[src/rtl/sdram_pro_write_pkg.sv]
// Shared SDRAM controller definitions: command encodings, address field widths,
// timing defaults and the burst-length helper used by the write engine.
package sdram_pro_write_pkg;

    localparam logic [3:0] CMD_NOP       = 4'b0111;
    localparam logic [3:0] CMD_ACTIVE    = 4'b0011;
    localparam logic [3:0] CMD_WRITE     = 4'b0100;
    localparam logic [3:0] CMD_BST       = 4'b0110;
    localparam logic [3:0] CMD_PRECHARGE = 4'b0010;

    localparam int BANK_W = 2;
    localparam int ROW_W  = 12;
    localparam int COL_W  = 8;
    localparam int ADDR_W = BANK_W + ROW_W + COL_W;

    localparam int TRCD_CLK_DEF = 2;
    localparam int TWR_CLK_DEF  = 2;
    localparam int TRP_CLK_DEF  = 2;

    // A10 high on PRECHARGE selects all banks
    localparam logic [ROW_W-1:0] A10_ALL_BANKS = 12'h400;

    // A burst length field of zero means a full 256-word page
    function automatic logic [8:0] burst_words(input logic [8:0] len);
        burst_words = (len == 9'd0) ? 9'd256 : len;
    endfunction

endpackage

[src/rtl/sdram_pro_write.sv]
// SDRAM write-path engine: requests the bus when the FIFO holds a burst, then runs
// ACTIVE / WRITE / BURST STOP / PRECHARGE in full-page mode and advances a wrapping pointer.
module sdram_pro_write
    import sdram_pro_write_pkg::*;
#(
    parameter int                TRCD_CLK   = TRCD_CLK_DEF,
    parameter int                TWR_CLK    = TWR_CLK_DEF,
    parameter int                TRP_CLK    = TRP_CLK_DEF,
    parameter logic [ADDR_W-1:0] ADDR_START = 22'h000000,
    parameter logic [ADDR_W-1:0] ADDR_END   = 22'h3FFFFF
) (
    input  logic              sys_clk,
    input  logic              sys_rst_n,
    input  logic              wr_en,
    input  logic              data_ready,
    input  logic [8:0]        burst_len,
    input  logic [15:0]       wr_data,
    output logic              wr_req,
    output logic              wr_end,
    output logic [3:0]        wr_cmd,
    output logic [BANK_W-1:0] wr_bank,
    output logic [ROW_W-1:0]  wr_addr,
    output logic              wr_data_req,
    output logic              wr_data_valid,
    output logic [15:0]       wr_sdram_data
);

    typedef enum logic [2:0] {
        ST_IDLE,
        ST_ACT,
        ST_TRCD,
        ST_DATA,
        ST_BST,
        ST_TWR,
        ST_PRE,
        ST_TRP
    } state_t;

    localparam logic [8:0] TRCD_LOAD = 9'(TRCD_CLK - 2);
    localparam logic [8:0] TWR_LOAD  = 9'(TWR_CLK - 1);
    localparam logic [8:0] TRP_LOAD  = 9'(TRP_CLK - 1);

    state_t              state_r;
    state_t              state_s;
    logic [8:0]          cnt_r;
    logic [8:0]          cnt_s;
    logic                wr_en_d_r;
    logic [8:0]          blen_r;
    logic [ADDR_W-1:0]   ptr_r;
    logic [ADDR_W-1:0]   ptr_s;
    logic [ADDR_W:0]     sum_s;
    logic                start_s;

    logic                wr_req_r;
    logic                wr_req_s;
    logic                wr_end_r;
    logic                wr_end_s;
    logic [3:0]          wr_cmd_r;
    logic [3:0]          wr_cmd_s;
    logic [BANK_W-1:0]   wr_bank_r;
    logic [BANK_W-1:0]   wr_bank_s;
    logic [ROW_W-1:0]    wr_addr_r;
    logic [ROW_W-1:0]    wr_addr_s;
    logic                wr_data_req_r;
    logic                wr_data_req_s;
    logic                wr_data_valid_r;
    logic                wr_data_valid_s;
    logic [15:0]         wr_sdram_data_r;

    // Only a fresh grant edge starts a burst, so a grant left high after wr_end is ignored
    assign start_s = (state_r == ST_IDLE) && wr_req_r && wr_en && !wr_en_d_r;

    // Next state and the single timing counter, reloaded on every state entry
    always_comb begin
        state_s = state_r;
        cnt_s   = cnt_r;
        case (state_r)
            ST_IDLE: begin
                if (start_s) begin
                    state_s = ST_ACT;
                    cnt_s   = 9'd0;
                end else begin
                    state_s = ST_IDLE;
                end
            end
            ST_ACT: begin
                if (TRCD_CLK > 1) begin
                    state_s = ST_TRCD;
                    cnt_s   = TRCD_LOAD;
                end else begin
                    state_s = ST_DATA;
                    cnt_s   = blen_r - 9'd1;
                end
            end
            ST_TRCD: begin
                if (cnt_r == 9'd0) begin
                    state_s = ST_DATA;
                    cnt_s   = blen_r - 9'd1;
                end else begin
                    cnt_s = cnt_r - 9'd1;
                end
            end
            ST_DATA: begin
                if (cnt_r == 9'd0) begin
                    state_s = ST_BST;
                    cnt_s   = 9'd0;
                end else begin
                    cnt_s = cnt_r - 9'd1;
                end
            end
            ST_BST: begin
                state_s = ST_TWR;
                cnt_s   = TWR_LOAD;
            end
            ST_TWR: begin
                if (cnt_r == 9'd0) begin
                    state_s = ST_PRE;
                    cnt_s   = 9'd0;
                end else begin
                    cnt_s = cnt_r - 9'd1;
                end
            end
            ST_PRE: begin
                state_s = ST_TRP;
                cnt_s   = TRP_LOAD;
            end
            ST_TRP: begin
                if (cnt_r == 9'd0) begin
                    state_s = ST_IDLE;
                    cnt_s   = 9'd0;
                end else begin
                    cnt_s = cnt_r - 9'd1;
                end
            end
            default: begin
                state_s = ST_IDLE;
                cnt_s   = 9'd0;
            end
        endcase
    end

    // Outputs are decoded from the upcoming state so the registers line up with it
    always_comb begin
        wr_cmd_s        = CMD_NOP;
        wr_addr_s       = {ROW_W{1'b0}};
        wr_bank_s       = (state_s != ST_IDLE) ? ptr_r[ADDR_W-1 -: BANK_W] : {BANK_W{1'b0}};
        wr_data_valid_s = (state_s == ST_DATA);
        wr_end_s        = (state_s == ST_TRP) && (cnt_s == 9'd0);
        // FIFO pops run one cycle ahead of the data beats
        wr_data_req_s   = ((state_s == ST_DATA) && (cnt_s != 9'd0)) ||
                          ((state_s == ST_TRCD) && (cnt_s == 9'd0)) ||
                          ((state_s == ST_ACT) && (TRCD_CLK == 1));
        case (state_s)
            ST_ACT: begin
                wr_cmd_s  = CMD_ACTIVE;
                wr_addr_s = ptr_r[COL_W +: ROW_W];
            end
            ST_DATA: begin
                if (state_r != ST_DATA) begin
                    wr_cmd_s  = CMD_WRITE;
                    wr_addr_s = {{(ROW_W-COL_W){1'b0}}, ptr_r[0 +: COL_W]};
                end else begin
                    wr_cmd_s = CMD_NOP;
                end
            end
            ST_BST: begin
                wr_cmd_s = CMD_BST;
            end
            ST_PRE: begin
                wr_cmd_s  = CMD_PRECHARGE;
                wr_addr_s = A10_ALL_BANKS;
            end
            default: begin
                wr_cmd_s = CMD_NOP;
            end
        endcase
    end

    // Request and pointer bookkeeping; the wider sum keeps the end-of-range test exact
    always_comb begin
        sum_s = {1'b0, ptr_r} + {{(ADDR_W-8){1'b0}}, blen_r};
        if (sum_s > {1'b0, ADDR_END}) begin
            ptr_s = ADDR_START;
        end else begin
            ptr_s = sum_s[ADDR_W-1:0];
        end
        if (wr_end_r) begin
            wr_req_s = 1'b0;
        end else if ((state_r == ST_IDLE) && data_ready) begin
            wr_req_s = 1'b1;
        end else begin
            wr_req_s = wr_req_r;
        end
    end

    // Sequencer state, grant edge detector, sampled burst length and write pointer
    always_ff @(posedge sys_clk or negedge sys_rst_n) begin
        if (!sys_rst_n) begin
            state_r   <= ST_IDLE;
            cnt_r     <= 9'd0;
            wr_en_d_r <= 1'b0;
            blen_r    <= 9'd1;
            ptr_r     <= ADDR_START;
        end else begin
            state_r   <= state_s;
            cnt_r     <= cnt_s;
            wr_en_d_r <= wr_en;
            if (start_s) begin
                blen_r <= burst_words(burst_len);
            end
            if (wr_end_r) begin
                ptr_r <= ptr_s;
            end
        end
    end

    // Registered arbiter and SDRAM-side outputs
    always_ff @(posedge sys_clk or negedge sys_rst_n) begin
        if (!sys_rst_n) begin
            wr_req_r        <= 1'b0;
            wr_end_r        <= 1'b0;
            wr_cmd_r        <= CMD_NOP;
            wr_bank_r       <= {BANK_W{1'b0}};
            wr_addr_r       <= {ROW_W{1'b0}};
            wr_data_req_r   <= 1'b0;
            wr_data_valid_r <= 1'b0;
            wr_sdram_data_r <= 16'h0000;
        end else begin
            wr_req_r        <= wr_req_s;
            wr_end_r        <= wr_end_s;
            wr_cmd_r        <= wr_cmd_s;
            wr_bank_r       <= wr_bank_s;
            wr_addr_r       <= wr_addr_s;
            wr_data_req_r   <= wr_data_req_s;
            wr_data_valid_r <= wr_data_valid_s;
            if (wr_data_req_r) begin
                wr_sdram_data_r <= wr_data;
            end
        end
    end

    assign wr_req        = wr_req_r;
    assign wr_end        = wr_end_r;
    assign wr_cmd        = wr_cmd_r;
    assign wr_bank       = wr_bank_r;
    assign wr_addr       = wr_addr_r;
    assign wr_data_req   = wr_data_req_r;
    assign wr_data_valid = wr_data_valid_r;
    assign wr_sdram_data = wr_sdram_data_r;

endmodule
[config.mk]
export PLATFORM = sky130hd
export DESIGN_NAME = sdram_pro_write
export DESIGN_NICKNAME = d
export VERILOG_FILES = /design/src/rtl/sdram_pro_write_pkg.sv /design/src/rtl/sdram_pro_write.sv
export SDC_FILE = /design/constraint.sdc
export NUM_CORES = 1
export LEC_CHECK = 0
export ABC_CLOCK_PERIOD_IN_PS = 3500
export CELL_PAD_IN_SITES_DETAIL_PLACEMENT = 1
export CELL_PAD_IN_SITES_GLOBAL_PLACEMENT = 1
export CORE_UTILIZATION = 41
export CTS_CLUSTER_SIZE = 10
export DETAILED_ROUTE_END_ITERATION = 10
export HOLD_SLACK_MARGIN = 0.03
export PLACE_DENSITY = 0.77
export SLEW_MARGIN = 15
export SYNTH_ARGS = -nofsm -noshare
export SYNTH_HDL_FRONTEND = slang
export SYNTH_SLANG_ARGS = --single-unit
[constraint.sdc]
create_clock -name sys_clk -period 3.5 [get_ports sys_clk]
set_input_delay 0.7 -clock sys_clk [delete_from_list [all_inputs] [get_ports sys_clk]]
set_output_delay 0.7 -clock sys_clk [all_outputs]
set_load 0.01 [all_outputs]
==> reports/metrics.yaml, run 1 <==
run_status:
  status: "completed"
timing:
  tightest_slew_ps: 1050
  worst_slack_ps: 254
  timing.setup.tns_ps: 0
  period_share_pct: 92.7
  layout_min_cycle_time_ps: 3250
  drv_slew: 0
  hold_viol: 0
  timing.fmax_mhz: 308
  fin_skew_ps: 11.1
  whs_ps: 489
  slew_headroom_pct: 29.8
  finalSetupViolations: 0
  rsz0062_at_grt: "no"
logic_synthesis:
  syn-cell-area_mm2: 0.00394
  synth_fa_ha_area_share_pct: 4.00
  synth_compound_area_share_pct: 12.6
  synth_edf_count: 0
  synth_top_family_by_area: "simple AND/OR/NAND/NOR gates"
  synthXorXnorAreaFrac_pct: 5.34
  syn-num-nets: 413
  ys_seq_elements: 81
  yosysTopAreaCellShare_pct: 48.9
  ys_seq_area_share_pct: 51.6
  async_reset_ff_share_pct: 100
  ys_types: 54
  yosys.area_share.simple_pct: 15.0
  synthMuxAreaShare_pct: 7.49
  avgSynthCellArea_um2: 10.6
  yosysTopAreaCell: "dfrtp_1"
  synthTopCellsByArea: "dfrtp_1, mux2_2, xnor2_1, ha_1, o21ai_0"
  synth_ff_type: "dfrtp_1"
  synth_warnings: 0
  postSynthCellCount: 372
worst_hold_path:
  min_path_type: "in2async"
layout:
  layout.nets: 479
  fillCellCount: 1035
  diodes: 0
  mostFrequentLayoutCell: "dfrtp_1"
  multi_input_area_mm2: 0.00176
  register_area_mm2: 0.00203
  final_cell_mix: "dfrtp_1, clkdlybuf4s50_1, nand2_1"
  stdcell_area_mm2: 0.00493
  layout-drive-gt1-share_pct: 13.1
  area_delta_synth_final_pct: 25.2
global_route:
  track_usage_pct: 21.1
  grt_pass1_vias: 3311
  grt.overflow.total: 0
  grt_pass1_wl_mm: 16.6
  antenna_found_initial: 0
  grt_max_degree: 82
routing:
  wl_per_cell_um: 16.7
  initialDrtViolationCount: 83
  drt-total-wl_mm: 9.56
  num_vias: 3034
  ant_nets: 0
  drc: 0
  firstDrtPassIters: 4
  vias_per_cell: 5.30
critical_path:
  path_cells: "inv_1 -> ha_1 -> or4b_4 -> o21bai_2 -> a21boi_1 -> a211o_1 -> or4b_1 -> or4_4 -> mux2_4"
  cp-end-kind: "flop"
  r2r-end: "wr_data_req"
  crit_slowest_cell: "or4b_1"
  worstSetupStartpointType: "flop"
  crit_buf_inv: 1
  rrSetupSlack_ps: 250
  path_delay_family: "simple AND/OR/NAND/NOR gates"
  worstRegToRegCells: 9
  cp_max_fo: 7
  path_class: "reg2reg"
  slowest_delay_ps: 560
  crit_required_ps: 3760
  arrival_ps: 3500
  r2r_start: "cnt_r[0]"
clock_network:
  cts_root_buf: "clkbuf_8"
  cts_max_path_buffers: 2
  numCtsBuffers: 9
  clk_latency_ps: 360
  cts_tree: "built"
  hold_buffers: 0
  ctsHtreeMaxLevel: 3
  post_cts_buffers: 0
  cts.sinks: 81
  cts-resized-gates: 0
  path_clk_slew_ps: 90
placement:
  gp_congestion: 0.841
  placement.cell_area_mm2: 0.00472
  port_buffers: 65
  dpl_worst_slack_ps: 138
  dp_hpwl_mm: 6.95
power_and_ir_drop:
  irDropWorstVdd_v: 0.000316
  power_density_mw_per_mm2: 750
  p_leak_nw: 2.10
floorplanning:
  die_w_um: 100
  initial_utilization_pct: 42.4
  dieArea_mm2: 0.0100
  num_rows: 35
  core_area_mm2: 0.00928
  ios: 67
  dieHeight_um: 100
job:
  drv_cap: 0
==> metrics by stage <==
stage	total power, W	instances	utilization [%]
3_5_place_dp	0.00299	556	50.8
6_report	0.00370	572	53.1
2_1_floorplan	0.00242	372	-
5_1_grt	0.00396	572	53.1
3_3_place_gp	0.00292	556	50.8
4_1_cts	0.00373	572	53.1
==> state kept, by name, indices dropped and copies added (netlist names) <==
| signal | flops |
|---|---|
| wr_cmd | 3 |
| wr_bank | 2 |
| wr_end | 1 |
| wr_req | 1 |
| ptr_r | 22 |
| wr_sdram_data | 16 |
| wr_data_req | 1 |
| wr_data_valid | 1 |
| blen_r | 9 |
| state_r | 3 |
| cnt_r | 9 |
| wr_en_d_r | 1 |
| wr_addr | 12 |
==> cell usage after synthesis, drive strengths merged (5+ instances only) <==
library cell and instances:
xnor2 16, nor3 11, xor2 8, o21ai 29, and3 5, nor4 6, nand3 10, mux2 25
nor2b 5, a21oi 16, nand2 27, o22ai 9, and2 9, dfrtp 77, or3 6, ha 11
clkbuf 10, nor2 18, inv 24
==> metal layers <==
layer | track usage [%] | part of all wire, %
met5 | 0 | 0
met4 | 5.91 | 1.1
met3 | 4.46 | 3.1
met2 | 36.7 | 52
met1 | 26.8 | 44
==> where the power goes <==
part	leakage, nW	switching [W]	internal, W
Clock	0.0992	0.000383	0.000342
Sequential	1.03	0.000304	0.00120
Combinational	0.972	0.000687	0.000782
Total	2.10	0.00137	0.00232
==> cell families (layout without fill, tap and decap cells) <==
logic type      Yosys count  after routing
simple gates            112            112
flops                    81             81
compound gates           78             78
buf+inv                  38            109
mux                      26             26
xor+xnor                 24             24
fa+ha+maj                12             12
other cells               1              1
==> worst max-delay path by stage <==
stage	from	end	slack, ps	cells past startpoint
5_1_grt	cnt_r[1]	wr_data_req	130	9
3_5_place_dp	cnt_r[0]	wr_data_req	140	9
3_3_place_gp	wr_en	wr_data_req	220	8
6_report	cnt_r[0]	wr_data_req	250	9
2_1_floorplan	cnt_r[0]	wr_data_req	440	10
4_1_cts	cnt_r[0]	wr_data_req	130	9
==> worst reg2reg max path, cell delays in order (launching register included) <==
cell      delay [ps]
dfrtp_1          420
inv_1            120
ha_1             220
or4b_4           550
o21bai_2         150
a21boi_1          70
a211o_1          240
or4b_1           560
or4_4            510
mux2_4           310
==> area by class of cell <==
cell class	count	area share, %
Clock buffer	9	2.51
Clock inverter	7	1.78
Inverter	24	1.83
Multi-Input combinational cell	253	35.7
Sequential cell	81	41.2
Tap cell	129	3.27
Timing Repair Buffer	69	13.7
No activity file was read; power rests on OpenSTA's default activity.
==> run 2, diff against run 1 <==
CTS_CLUSTER_SIZE = 40   (was 10)
PLACE_DENSITY = 0.76   (was 0.77)
==> run 2 against run 1 <==
- critical path depth unchanged
- combinational power barely moved
- worst setup slack got worse by 26 ps
- sequential power about the same
- clock power decreased by 1%
- die area stayed put
- via count rose by 1.8%
- cell count up 0.35%
- routed wire length rose by 4.3%
- non-clock buffer count increased by 2
- global-route usage increased by 0.77 points
- critical endpoint unchanged
- largest cell class unchanged
==> reports/metrics.yaml, run 2 (synthesis gave the netlist of run 1 again) <==
power_and_ir_drop:
  seq_power_share_pct: 40.7  # about the same
  power_density_mw_per_mm2: 750  # about the same
  power_w: 0.00370  # +0.13%
  internal-power_w: 0.00232  # about the same
  sw_frac_of_total_pct: 37.2  # +0.090 points
  p_sw_w: 0.00138  # +0.38%
  p_clk_share_pct: 19.3  # -0.3 points
  p_leak_nw: 2.12  # +0.78%
  irDropWorstVdd_v: 0.000299  # -5.5%
  pwr-share-comb_pct: 40.0  # +0.3 points
placement:
  gp_congestion: 0.825  # -1.9%
  dp_hpwl_mm: 7.13  # +2.6%
  port_buffers: 65  # unchanged
  dpl_worst_slack_ps: 152  # +13.9 ps
timing:
  timing.setup.tns_ps: 0  # unchanged
  layout_min_cycle_time_ps: 3270  # +25.8 ps
  whs_ps: 486  # -3.11 ps
  finalSetupViolations: 0  # unchanged
  drv_slew: 0  # unchanged
  period_share_pct: 93.5  # +0.74 points
  tightest_slew_ps: 1040  # -17.1 ps
  fin_skew_ps: 6.56  # -4.51 ps
  rsz0062_at_grt: "no"
  hold_viol: 0  # unchanged
  timing.fmax_mhz: 306  # -0.79%
  slew_headroom_pct: 31.0  # +1.1 points
  worst_slack_ps: 228  # -25.8 ps
clock_network:
  cts.sinks: 81  # unchanged
  cts_max_path_buffers: 2  # unchanged
  ctsHtreeMaxLevel: 3  # unchanged
  cts_tree: "built"
  post_cts_buffers: 0  # unchanged
  cts_root_buf: "clkbuf_8"
  numCtsBuffers: 9  # unchanged
  clk_latency_ps: 360  # about the same
  path_clk_slew_ps: 90  # about the same
layout:
  layout.nets: 481  # +0.42%
  final_cell_mix: "dfrtp_1, clkdlybuf4s50_1, nand2_1"
  final_core_util_pct: 53.2  # about the same
  area_delta_synth_final_pct: 25.3  # about the same
  layout-drive-gt1-share_pct: 13.3  # +0.17 points
  largest_register: "ptr_r"
  diodes: 0  # unchanged
  mostFrequentLayoutCell: "dfrtp_1"
  largest_reg_flops: 22  # unchanged
critical_path:
  worstSetupStartpointType: "flop"
  r2r-end: "wr_data_req"
  r2r_start: "cnt_r[0]"
  rrSetupSlack_ps: 230  # -30 ps
  worstRegToRegCells: 9  # unchanged
  cp-end-kind: "flop"
  arrival_ps: 3520  # +20 ps
  path_class: "reg2reg"
  cp_max_fo: 9  # +2
  crit_required_ps: 3740  # -20 ps
  cp-endpoint: "wr_data_req"
  startpoint: "cnt_r[0]"
routing:
  vias_per_cell: 5.38  # +1.5%
  wl_per_cell_um: 17.4  # +4.0%
  firstDrtPassIters: 4  # unchanged
  ant_nets: 0  # unchanged
  drc: 0  # unchanged
  drt-total-wl_mm: 9.97  # +4.3%
  initialDrtViolationCount: 94  # +13%
  num_vias: 3089  # +1.8%
floorplanning:
  initial_utilization_pct: 42.4  # unchanged
  core_area_mm2: 0.00928  # unchanged
  dieArea_mm2: 0.0100  # unchanged
  ios: 67  # unchanged
  dieHeight_um: 100  # unchanged
  num_rows: 35  # unchanged
  die_w_um: 100  # unchanged
global_route:
  antenna_found_initial: 0  # unchanged
  grt_max_degree: 82  # unchanged
  grt_pass1_wl_mm: 17.1  # +3.1%
  track_usage_pct: 21.9  # +0.77 points
  grt_pass1_vias: 3450  # +4.2%
  grt.overflow.total: 0  # unchanged
job:
  drv_cap: 0  # unchanged
worst_hold_path:
  min_path_type: "in2async"
run_status:
  status: "completed"
==> run 2: stage by stage <==
stage / area, um^2 / cells
after floorplan: 3940 / 372
after global placement: 4730 / 558
after detailed placement: 4730 / 558
after CTS: 4930 / 574
after global routing: 4940 / 574
final: 4940 / 574
==> run 2: worst max-delay path, cell delays in order (launching register included) <==
cell and delay [ps]:
dfrtp_1 420, inv_1 120, ha_1 220, or4b_4 550, o21bai_4 280, a2bb2oi_1 210
o21ai_1 100, or3_1 410, or4_4 540, mux2_4 310
==> run 2: worst min-delay path by stage <==
stage                                 start           endpoint  slack (ps)
after floorplan                   sys_rst_n          blen_r[1]         400
after CTS                 wr_sdram_data[11]  wr_sdram_data[11]         520
after global placement            ptr_r[20]          ptr_r[20]         470
after detailed placement  wr_sdram_data[11]  wr_sdram_data[11]         500
final                             sys_rst_n           cnt_r[4]         490
after global routing      wr_sdram_data[11]  wr_sdram_data[11]         530
==> run 2: final cells by class <==
type	instances	area (um^2)
clock buffer	9	124
clock inverter	7	77.6
fill	1030	4350
inverter	24	90.1
multi-input combinational	253	1760
sequential	81	2030
tap	129	161
timing repair buffer	71	693
==> run 2: power groups by stage <==
stage               clock (W)  combinational (W)  sequential [W]
finish               0.000715            0.00148         0.00151
global placement            0            0.00143         0.00151
floorplan                   0           0.000979         0.00144
CTS                  0.000734            0.00149         0.00151
global route         0.000770            0.00163         0.00156
detailed placement          0            0.00147         0.00153
==> run 2: what timing repair did <==
item	4_1_cts	5_1_grt
hold buffers	0	0
endpoints found under the setup margin	0	1
hold endpoints to repair	0	0
resized for setup	0	1
==> run 2: per-layer routing <==
metal	vias up	part of all wire (%)	global-route usage [%]
met1	1585	44	26.7
met4	0	0.96	6.47
met2	57	52	40.1
li1	1439	-	-
met3	8	2.9	3.27
met5	-	0	0
